### src/rtl/serdes_link_align_ctrl_pkg.sv
// Shared definitions for the SERDES word-alignment controller: state codes,
// default training word and the registered control-output bundle.
package serdes_link_align_ctrl_pkg;

    localparam logic [2:0] ST_IDLE     = 3'd0;
    localparam logic [2:0] ST_RECAL    = 3'd1;
    localparam logic [2:0] ST_WAIT_CAL = 3'd2;
    localparam logic [2:0] ST_CHECK    = 3'd3;
    localparam logic [2:0] ST_SLIP     = 3'd4;
    localparam logic [2:0] ST_SETTLE   = 3'd5;
    localparam logic [2:0] ST_LOCKED   = 3'd6;
    localparam logic [2:0] ST_FAIL     = 3'd7;

    localparam logic [7:0] TRAIN_PAT_DEF = 8'hBC;

    typedef struct packed {
        logic recal;
        logic calib;
        logic link_up;
        logic align_err;
    } ctrl_out_t;

    function automatic int unsigned max3(input int unsigned a,
                                         input int unsigned b,
                                         input int unsigned c);
        int unsigned m;
        m = (a > b) ? a : b;
        return (m > c) ? m : c;
    endfunction

    // Counter width that can hold n-1, never narrower than one bit.
    function automatic int unsigned clog2_min1(input int unsigned n);
        return (n < 2) ? 1 : $clog2(n);
    endfunction

    function automatic ctrl_out_t decode_state(input logic [2:0] st);
        ctrl_out_t o;
        o           = '0;
        o.recal     = (st == ST_RECAL);
        o.calib     = (st == ST_SLIP);
        o.link_up   = (st == ST_LOCKED);
        o.align_err = (st == ST_FAIL);
        return o;
    endfunction

endpackage

### src/rtl/serdes_link_align_ctrl_if.sv
// Link-side signal bundle between the SERDES wrapper / PCS and the alignment controller.
interface serdes_link_align_ctrl_if;

    logic       en;
    logic       cal;
    logic [7:0] rx_dat;
    logic       recal;
    logic       calib;
    logic       link_up;
    logic       align_err;
    logic [2:0] slip_cnt;
    logic [2:0] state_o;

    modport master (
        output en, cal, rx_dat,
        input  recal, calib, link_up, align_err, slip_cnt, state_o
    );

    modport slave (
        input  en, cal, rx_dat,
        output recal, calib, link_up, align_err, slip_cnt, state_o
    );

endinterface

### src/rtl/serdes_link_align_ctrl_run_cnt.sv
// Consecutive-event counter: clear, increment, and a flag when the count reaches TERM-1.
module serdes_link_align_ctrl_run_cnt
    import serdes_link_align_ctrl_pkg::*;
#(
    parameter int unsigned TERM = 16
) (
    input  logic clk,
    input  logic rst,
    input  logic i_clr,
    input  logic i_inc,
    output logic o_term_c
);

    localparam int unsigned   CW      = clog2_min1(TERM);
    localparam logic [CW-1:0] CNT_TOP = CW'(TERM - 1);

    logic [CW-1:0] r_cnt;

    // Holds at the terminal value rather than wrapping.
    always_ff @(posedge clk) begin
        if (rst || i_clr) begin
            r_cnt <= '0;
        end else if (i_inc && (r_cnt != CNT_TOP)) begin
            r_cnt <= r_cnt + CW'(1);
        end
    end

    assign o_term_c = (r_cnt == CNT_TOP);

endmodule

### src/rtl/serdes_link_align_ctrl.sv
// SERDES receive word-alignment sequencer: recal the delay line, wait for lock,
// bit-slip until the training word is seen, then supervise the locked link.
module serdes_link_align_ctrl
    import serdes_link_align_ctrl_pkg::*;
#(
    parameter logic [7:0]  TRAIN_PAT = TRAIN_PAT_DEF,
    parameter int unsigned RECAL_LEN = 4,
    parameter int unsigned CAL_TMO   = 1024,
    parameter int unsigned SLIP_WAIT = 8,
    parameter int unsigned LOCK_CNT  = 16,
    parameter int unsigned LOSS_CNT  = 4,
    parameter int unsigned MAX_RETRY = 3
) (
    input  logic                    pclk,
    input  logic                    Rs,
    serdes_link_align_ctrl_if.slave bus
);

    localparam int unsigned   TW          = clog2_min1(max3(CAL_TMO, SLIP_WAIT, RECAL_LEN));
    localparam int unsigned   RW          = clog2_min1(MAX_RETRY);
    localparam logic [TW-1:0] RECAL_LAST  = TW'(RECAL_LEN - 1);
    localparam logic [TW-1:0] TMO_LAST    = TW'(CAL_TMO - 1);
    localparam logic [TW-1:0] SETTLE_LAST = TW'(SLIP_WAIT - 1);
    localparam logic [RW-1:0] RETRY_LAST  = RW'(MAX_RETRY - 1);
    localparam logic [2:0]    SLIP_LAST   = 3'd7;

    logic [2:0]    r_state;
    logic [TW-1:0] r_timer;
    logic [RW-1:0] r_retry;
    logic [2:0]    r_slip;

    logic [2:0]    w_state_nxt;
    logic [TW-1:0] w_timer_nxt;
    logic [RW-1:0] w_retry_nxt;
    logic [2:0]    w_slip_nxt;

    logic          w_match;
    logic          w_retry_fail;
    logic          w_match_clr;
    logic          w_match_inc;
    logic          w_match_term;
    logic          w_err_clr;
    logic          w_err_inc;
    logic          w_err_term;

    ctrl_out_t     r_out;
    logic [2:0]    r_slip_o;
    logic [2:0]    r_state_o;

    assign w_match      = (bus.rx_dat == TRAIN_PAT);
    assign w_retry_fail = (r_retry == RETRY_LAST);

    serdes_link_align_ctrl_run_cnt #(.TERM(LOCK_CNT)) u_match_cnt (
        .clk      (pclk),
        .rst      (Rs),
        .i_clr    (w_match_clr),
        .i_inc    (w_match_inc),
        .o_term_c (w_match_term)
    );

    serdes_link_align_ctrl_run_cnt #(.TERM(LOSS_CNT)) u_err_cnt (
        .clk      (pclk),
        .rst      (Rs),
        .i_clr    (w_err_clr),
        .i_inc    (w_err_inc),
        .o_term_c (w_err_term)
    );

    // State register together with the timer, retry and slip counters.
    always_ff @(posedge pclk) begin
        if (Rs) begin
            r_state <= ST_IDLE;
            r_timer <= '0;
            r_retry <= '0;
            r_slip  <= '0;
        end else begin
            r_state <= w_state_nxt;
            r_timer <= w_timer_nxt;
            r_retry <= w_retry_nxt;
            r_slip  <= w_slip_nxt;
        end
    end

    always_comb begin
        w_state_nxt = r_state;
        w_timer_nxt = r_timer;
        w_retry_nxt = r_retry;
        w_slip_nxt  = r_slip;
        w_match_clr = 1'b0;
        w_match_inc = 1'b0;
        w_err_clr   = 1'b0;
        w_err_inc   = 1'b0;

        if (!bus.en) begin
            w_state_nxt = ST_IDLE;
            w_timer_nxt = '0;
            w_retry_nxt = '0;
            w_slip_nxt  = '0;
            w_match_clr = 1'b1;
            w_err_clr   = 1'b1;
        end else begin
            case (r_state)
                ST_IDLE: begin
                    w_state_nxt = ST_RECAL;
                    w_timer_nxt = '0;
                    w_retry_nxt = '0;
                end
                ST_RECAL: begin
                    if (r_timer == RECAL_LAST) begin
                        w_state_nxt = ST_WAIT_CAL;
                        w_timer_nxt = '0;
                    end else begin
                        w_timer_nxt = r_timer + TW'(1);
                    end
                end
                ST_WAIT_CAL: begin
                    if (bus.cal) begin
                        w_state_nxt = ST_CHECK;
                        w_slip_nxt  = '0;
                        w_match_clr = 1'b1;
                    end else if (r_timer == TMO_LAST) begin
                        w_state_nxt = w_retry_fail ? ST_FAIL : ST_RECAL;
                        w_retry_nxt = w_retry_fail ? r_retry : r_retry + RW'(1);
                        w_timer_nxt = '0;
                    end else begin
                        w_timer_nxt = r_timer + TW'(1);
                    end
                end
                ST_CHECK: begin
                    if (w_match) begin
                        if (w_match_term) begin
                            w_state_nxt = ST_LOCKED;
                            w_err_clr   = 1'b1;
                            w_retry_nxt = '0;
                        end else begin
                            w_match_inc = 1'b1;
                        end
                    end else if (r_slip != SLIP_LAST) begin
                        w_state_nxt = ST_SLIP;
                    end else begin
                        // Every bit phase tried without a match: treat as a failed attempt.
                        w_state_nxt = w_retry_fail ? ST_FAIL : ST_RECAL;
                        w_retry_nxt = w_retry_fail ? r_retry : r_retry + RW'(1);
                        w_timer_nxt = '0;
                    end
                end
                ST_SLIP: begin
                    w_state_nxt = ST_SETTLE;
                    w_slip_nxt  = r_slip + 3'd1;
                    w_timer_nxt = '0;
                end
                ST_SETTLE: begin
                    if (r_timer == SETTLE_LAST) begin
                        w_state_nxt = ST_CHECK;
                        w_match_clr = 1'b1;
                    end else begin
                        w_timer_nxt = r_timer + TW'(1);
                    end
                end
                ST_LOCKED: begin
                    if (!bus.cal) begin
                        w_state_nxt = ST_RECAL;
                        w_timer_nxt = '0;
                    end else if (!w_match) begin
                        if (w_err_term) begin
                            w_state_nxt = ST_RECAL;
                            w_timer_nxt = '0;
                        end else begin
                            w_err_inc = 1'b1;
                        end
                    end else begin
                        w_err_clr = 1'b1;
                    end
                end
                ST_FAIL: begin
                    w_state_nxt = ST_FAIL;
                end
                default: begin
                    w_state_nxt = ST_IDLE;
                end
            endcase
        end
    end

    // Moore outputs one cycle behind the state; en low blanks them at once so no stray pulse escapes.
    always_ff @(posedge pclk) begin
        if (Rs || !bus.en) begin
            r_out     <= '0;
            r_slip_o  <= '0;
            r_state_o <= ST_IDLE;
        end else begin
            r_out     <= decode_state(r_state);
            r_slip_o  <= r_slip;
            r_state_o <= r_state;
        end
    end

    assign bus.recal     = r_out.recal;
    assign bus.calib     = r_out.calib;
    assign bus.link_up   = r_out.link_up;
    assign bus.align_err = r_out.align_err;
    assign bus.slip_cnt  = r_slip_o;
    assign bus.state_o   = r_state_o;

endmodule

### src/flat_wrapper.sv
// flat-port wrapper written by rule: the top's interface ports become plain ports
module serdes_link_align_ctrl_flat import serdes_link_align_ctrl_pkg::*;
#(
    parameter logic [7:0]  TRAIN_PAT = TRAIN_PAT_DEF,
    parameter int unsigned RECAL_LEN = 4,
    parameter int unsigned CAL_TMO   = 1024,
    parameter int unsigned SLIP_WAIT = 8,
    parameter int unsigned LOCK_CNT  = 16,
    parameter int unsigned LOSS_CNT  = 4,
    parameter int unsigned MAX_RETRY = 3
)
  (pclk, Rs, bus_en, bus_cal, bus_rx_dat, bus_recal, bus_calib, bus_link_up, bus_align_err, bus_slip_cnt, bus_state_o);
  serdes_link_align_ctrl_if bus_i ();
  input  logic pclk;
  input  logic Rs;
  input wire logic [$bits(bus_i.en)-1:0] bus_en;
  input wire logic [$bits(bus_i.cal)-1:0] bus_cal;
  input wire logic [$bits(bus_i.rx_dat)-1:0] bus_rx_dat;
  output wire logic [$bits(bus_i.recal)-1:0] bus_recal;
  output wire logic [$bits(bus_i.calib)-1:0] bus_calib;
  output wire logic [$bits(bus_i.link_up)-1:0] bus_link_up;
  output wire logic [$bits(bus_i.align_err)-1:0] bus_align_err;
  output wire logic [$bits(bus_i.slip_cnt)-1:0] bus_slip_cnt;
  output wire logic [$bits(bus_i.state_o)-1:0] bus_state_o;
  assign bus_i.en = bus_en;
  assign bus_i.cal = bus_cal;
  assign bus_i.rx_dat = bus_rx_dat;
  assign bus_recal = bus_i.recal;
  assign bus_calib = bus_i.calib;
  assign bus_link_up = bus_i.link_up;
  assign bus_align_err = bus_i.align_err;
  assign bus_slip_cnt = bus_i.slip_cnt;
  assign bus_state_o = bus_i.state_o;
  serdes_link_align_ctrl #(.TRAIN_PAT(TRAIN_PAT), .RECAL_LEN(RECAL_LEN), .CAL_TMO(CAL_TMO), .SLIP_WAIT(SLIP_WAIT), .LOCK_CNT(LOCK_CNT), .LOSS_CNT(LOSS_CNT), .MAX_RETRY(MAX_RETRY)) u_core (.pclk(pclk), .Rs(Rs), .bus(bus_i));
endmodule
### config.mk
export PLATFORM = sky130hd
export DESIGN_NAME = serdes_link_align_ctrl_flat
export DESIGN_NICKNAME = d
export VERILOG_FILES = /design/src/rtl/serdes_link_align_ctrl_pkg.sv /design/src/rtl/serdes_link_align_ctrl_if.sv /design/src/rtl/serdes_link_align_ctrl_run_cnt.sv /design/src/rtl/serdes_link_align_ctrl.sv /design/src/flat_wrapper.sv
export SDC_FILE = /design/constraint.sdc
export NUM_CORES = 1
export LEC_CHECK = 0
export ABC_AREA = 1
export CORE_ASPECT_RATIO = 1.75
export CORE_MARGIN = 4
export CORE_UTILIZATION = 55
export CTS_CLUSTER_DIAMETER = 40
export DETAILED_ROUTE_END_ITERATION = 8
export HOLD_SLACK_MARGIN = 0.06
export PLACE_DENSITY_LB_ADDON = 0.15
export SLEW_MARGIN = 20
export SYNTH_ARGS = -nofsm -noshare
export SYNTH_HDL_FRONTEND = slang
export SYNTH_SLANG_ARGS = --single-unit
### constraint.sdc
create_clock -name pclk -period 2.6 [get_ports pclk]
set_input_delay 0.26 -clock pclk [delete_from_list [all_inputs] [get_ports pclk]]
set_output_delay 0.26 -clock pclk [all_outputs]
set_load 0.05 [all_outputs]
* Word-level counts from Yosys, hierarchy flattened
Index checks and enable logic that the tools add are counted.
Storage, ports and cells: bits in registers 34, output and inout bits 10, logic and storage cells 114
Cells by class: add/subtract/negate cells 5, muxes and demuxes 50, reduce and logical (&&, ||, !) cells 16, equality and inequality tests 30, bitwise operators 1
Operator list (number):
- 2-to-1 mux 10 bit | 9
- case mux 10 bit (6 select lines) | 1
- 2-to-1 mux 3 bit | 12
- case mux 3 bit (8 select lines) | 1
- 2-to-1 mux 1 bit | 17
- equality test 3 bit (second input constant) | 4
- 2-to-1 mux 2 bit | 6
- != test 2 bit (second input constant) | 6
- != test 3 bit (second input constant) | 4
- adder 10 x 1 -> 10 bit (second input constant) | 1
- equality test 10 bit (second input constant) | 1
- equality test 10 x 2 -> 1 bit (second input constant) | 1
- equality test 10 x 3 -> 1 bit (second input constant) | 1
- equality test 8 bit (second input constant) | 1
- AND reduction 7 bit | 1
- equality test 3 x 2 -> 1 bit (second input constant) | 2
- != test 2 x 1 -> 1 bit (second input constant) | 3
- != test 3 x 2 -> 1 bit (second input constant) | 2
- case mux 2 bit (3 select lines) | 1
- case mux 3 bit (2 select lines) | 1
- AND reduction 6 bit | 1
- nonzero test 6 bit | 1
- AND reduction 5 bit | 1
- adder 2 x 1 -> 2 bit (second input constant) | 2
- other kinds (16) | 22

* Longest topological paths before layout
depth in word-level cells 7, depth in mapped cells 12

* Modules after synthesis
Synthesis repeated with hierarchy kept, for this count alone.
Second synthesis, totals: cell total of the unflattened synthesis 329, area total of the unflattened synthesis 2127.0 um2
By module, submodules not included:
- serdes_link_align_ctrl | times used 1, seq. area each 560.5 um2, cells each 284, area an instance 1820.5 um2
- serdes_link_align_ctrl_run_cnt at u_core.u_match_cnt | times used 1, seq. area each 80.1 um2, cells each 29, area an instance 200.2 um2
- serdes_link_align_ctrl_run_cnt at u_core.u_err_cnt | times used 1, seq. area each 40.0 um2, cells each 16, area an instance 106.4 um2

* Worst setup path after synthesis
No wires, ideal clock.
path type reg2reg, start reg u_core.r_timer[0], end reg u_core.r_retry[0], period minus slack after synthesis 1.544 ns, slack 1.056 ns, data arrival time 1.416 ns, required time 2.472 ns, stages on the path, launching flop included 11, path buffers 0, cells stage by stage dfxtp_1 -> ha_1 -> nand2_1 -> nor2_4 -> nand3b_1 -> nand2_1 -> nand2_1 -> nor3_1 -> nand2_1 -> nand2_1 -> nor2_1
Between the ends: cells in the longest elaborated chain, start to end 3
Ends and longest elaborated chain:
- from (decl) | RTL line serdes_link_align_ctrl.sv:28 | logic [TW-1:0] r_timer;
- from (signal assigned) | RTL line serdes_link_align_ctrl.sv:78 | r_timer <= w_timer_nxt;
- equality test 10 bit | RTL line serdes_link_align_ctrl.sv:121 | end else if (r_timer == TMO_LAST) begin
- != test 2 x 1 -> 1 bit (no source line)
- AND reduction 5 bit (no source line)
- to (signal assigned) | RTL line serdes_link_align_ctrl.sv:79 | r_retry <= w_retry_nxt;
- to (decl) | RTL line serdes_link_align_ctrl.sv:29 | logic [RW-1:0] r_retry;
Every way passes these cells. A chain may end at the register's enable or synchronous reset.

* Worst setup path after layout
start reg u_core.r_timer[0], end reg u_core.r_retry[1]
The elaborated chain is that of the path after synthesis.

==> run metrics <==
status=finished clean; critical path, cell by cell=ha_1 -> nand2_1 -> nor2_4 -> nand3b_1 -> nand2_1 -> nand2_1 -> nor3_1 -> nand2_1 -> nand2_1 -> nor2_1; Worst-Margin Slew=0.500 ns; LEAKAGE=0.998 nW; GRT Total Usage=0.211; IO Pins=22; first-pass GRT wire length=7420 µm; Mapped Area=0.00197 mm²; Finished Layout Cells=365; CTS sink cnt=34; Critical Path AT=2.00 ns; WHS=0.448 ns; Synth Area in Simple Gates=0.394; Hold Crit Class=flop to flop; Async SR Flop Fraction=0; Post-Synthesis Cells=294; core area=0.00340 mm²; Clock transition at path regs=0.07 ns; fin crit period=1.83 ns; largest net degree at the start of global routing=19; die height=87.1 µm; max-cap violations=0; crit-path max cell delay=0.42 ns; vias in the first global route=1840; CP endpoint kind=flop; Final nets=339; Area growth, synth to finish=19.9%; Synth Area in Compound Gates=0.104; Placement Cell Area=0.00222 mm²; TritonRoute pass-1 iters=4; Clk Latency, worst-skew pair=0.29 ns; XOR/XNOR share of the synthesized area=0.0178; placed cells=357; port bufs=21; CP Class=flop to flop; number of flops mapped to enable cells by yosys=0; post-synth cell types=34; CTS tree=done; ratio of cells with drive above 1 in the final layout=0.0938; Slowest cell on crit path=dfxtp_1; Final Cycle Share=0.704; Crit path top cell by count=nand2_1; warnings from Yosys=0; Placer Congestion=0.863; Root Driver=clkbuf_8; die area=0.00463 mm²; setup TNS=0 ns; htree depth=2; areal power density over the cells=519 mW/mm²; Max Fanout on Critical Path=6; CTS Buffer Depth=2; hold buffers post-CTS=0; Buf/Inv on CP=0; # DRC=0; maximum clock rate=547 MHz; Rows=28; Peak VDD IR=0.356 mV; adder-cell share of the synthesized area=0.0509; DR vias=1930; mux contribution to synthesized area=0; Setup violations, final=0; CP Launch Type=flop; final HPWL from detailed placement=3420 µm; detailed-route wire length=4350 µm; final clock skew=0.00883 ns; CTS buffer count=5; Net Count, Synth=314; via/cell ratio=5.29; Synth Flop Type=dfxtp_1; fin area=0.00236 mm²; post-route ant nets=0; initial antenna violation count=0; Congestion Overflow GR=0; synthesized area per cell=6.69 µm²; Avg WL per Cell=11.9 µm; setup bufs post-CTS=0; unrepaired setup endpoints after global routing=false; Top Family by Delay on Critical Path=simple AND/OR/NAND/NOR gates; register bit count reported by yosys=34; Iteration-0 DRC Markers=58; share of the yosys chip area belonging to registers=0.346; Final Hold Viols=0; largest family of logic cells by synthesized area=simple AND/OR/NAND/NOR gates; Fill cells=312; Worst Path Required=2.77 ns; Starting Density=0.579; Inserted Diodes=0; Worst slew margin=0.666; Die X=53.2 µm; max-slew violation count=0; post_cts resized=0
==> power breakdown <==
| group | internal, mW | total [mW] | switching, mW |
|---|---|---|---|
| Sequential | 0.526 | 0.533 | 0.00750 |
| Combinational | 0.0381 | 0.0938 | 0.0557 |
| Clock | 0.409 | 0.598 | 0.189 |
| Total | 0.973 | 1.23 | 0.253 |
==> metrics by stage <==
stage | total power [mW] | setup slack (ns) | util
after floorplan | 0.604 | 1.06 | -
after global placement | 0.638 | 0.627 | 0.652
after detailed placement | 0.638 | 0.595 | 0.652
after CTS | 1.23 | 0.771 | 0.694
after global routing | 1.27 | 0.523 | 0.694
final | 1.23 | 0.770 | 0.694
==> synth_stat cells, types with 4 or more instances <==
master | instances | area [µm²]
nand3_2 | 4 | 40.0
nor3_1 | 6 | 30.0
nand4_1 | 7 | 43.8
a31oi_1 | 4 | 25.0
inv_2 | 5 | 18.8
dfxtp_1 | 34 | 681
nor2_1 | 37 | 139
nand3_1 | 19 | 95.1
o21ai_0 | 6 | 30.0
nand2_1 | 82 | 308
inv_1 | 33 | 124
ha_1 | 8 | 100
o21ai_1 | 4 | 20.0
a21oi_1 | 14 | 70.1
==> per-layer routing <==
layer / track usage / up-vias / wire (µm)
met5: 0 / - / 0
met4: 0.114 / 0 / 111
met3: 0.0412 / 11 / 169
met2: 0.400 / 40 / 2460
met1: 0.199 / 880 / 1620
li1: - / 999 / -
==> cells in the final DEF (no fill, tap or decap), types with 5 or more instances in the layout <==
cell | Yosys | routed
nand2_1 | 82 | 82
nand3_1 | 19 | 19
dfxtp_1 | 34 | 34
inv_1 | 33 | 33
ha_1 | 8 | 8
nor3_1 | 6 | 6
inv_2 | 5 | 5
clkbuf_8 | 0 | 6
o21ai_0 | 6 | 6
nor2_1 | 37 | 37
nand4_1 | 7 | 7
a21oi_1 | 14 | 14
clkdlybuf4s50_1 | 0 | 21
==> worst reg2reg max path, delay by kind of cell (launching register included) <==
kind / cells / cell delay (ns)
adder cells (fa/ha/maj): 1 / 0.21
flip-flops: 1 / 0.42
AND/OR/NAND/NOR: 9 / 1.09
==> final cells by class <==
class,count,area [µm²],share of cell area
multi-input cells,217,1110,0.473
flip-flops and latches,34,681,0.289
repair buffers,22,218,0.0923
inverters,39,146,0.0621
clock buffers,6,82.6,0.0350
clock inverters,2,60.1,0.0255
well taps,45,56.3,0.0239
==> final timing paths <==
check / start / end / slack (ns) / cells past startpoint
setup reg to reg: u_core.r_timer[0]$_SDFFE_PP0P_ / u_core.r_retry[1]$_SDFFE_PP0P_ / 0.77 / 10
setup / recovery: u_core.r_timer[0]$_SDFFE_PP0P_ / u_core.r_retry[1]$_SDFFE_PP0P_ / 0.77 / 10
hold / removal: u_core.r_slip[2]$_SDFFE_PP0P_ / u_core.bus.slip_cnt[2]$_SDFF_PP0_ / 0.45 / 2
hold reg to reg: u_core.r_slip[2]$_SDFFE_PP0P_ / u_core.bus.slip_cnt[2]$_SDFF_PP0_ / 0.45 / 2
==> logic make-up after synthesis <==
logic type               count (synthesis)
AND/OR/NAND/NOR                        170
buffers and inverters                   43
AO/OA/AOI/OAI                           35
flip-flops                              34
adder cells (fa/ha/maj)                  8
XOR/XNOR                                 4
==> flip-flops by register name, summed over array words and instances, names as in the netlist <==
| register | cells |
|---|---|
| u_core.u_err_cnt.r_cnt | 2 |
| u_core.bus.calib | 1 |
| u_core.bus.align_err | 1 |
| u_core.u_match_cnt.r_cnt | 4 |
| u_core.r_timer | 10 |
| u_core.bus.recal | 1 |
| u_core.r_state | 3 |
| u_core.bus.link_up | 1 |
| u_core.bus.slip_cnt | 3 |
| u_core.r_retry | 2 |
| u_core.bus.state_o | 3 |
| u_core.r_slip | 3 |
Power figures use the tool's default switching activity.
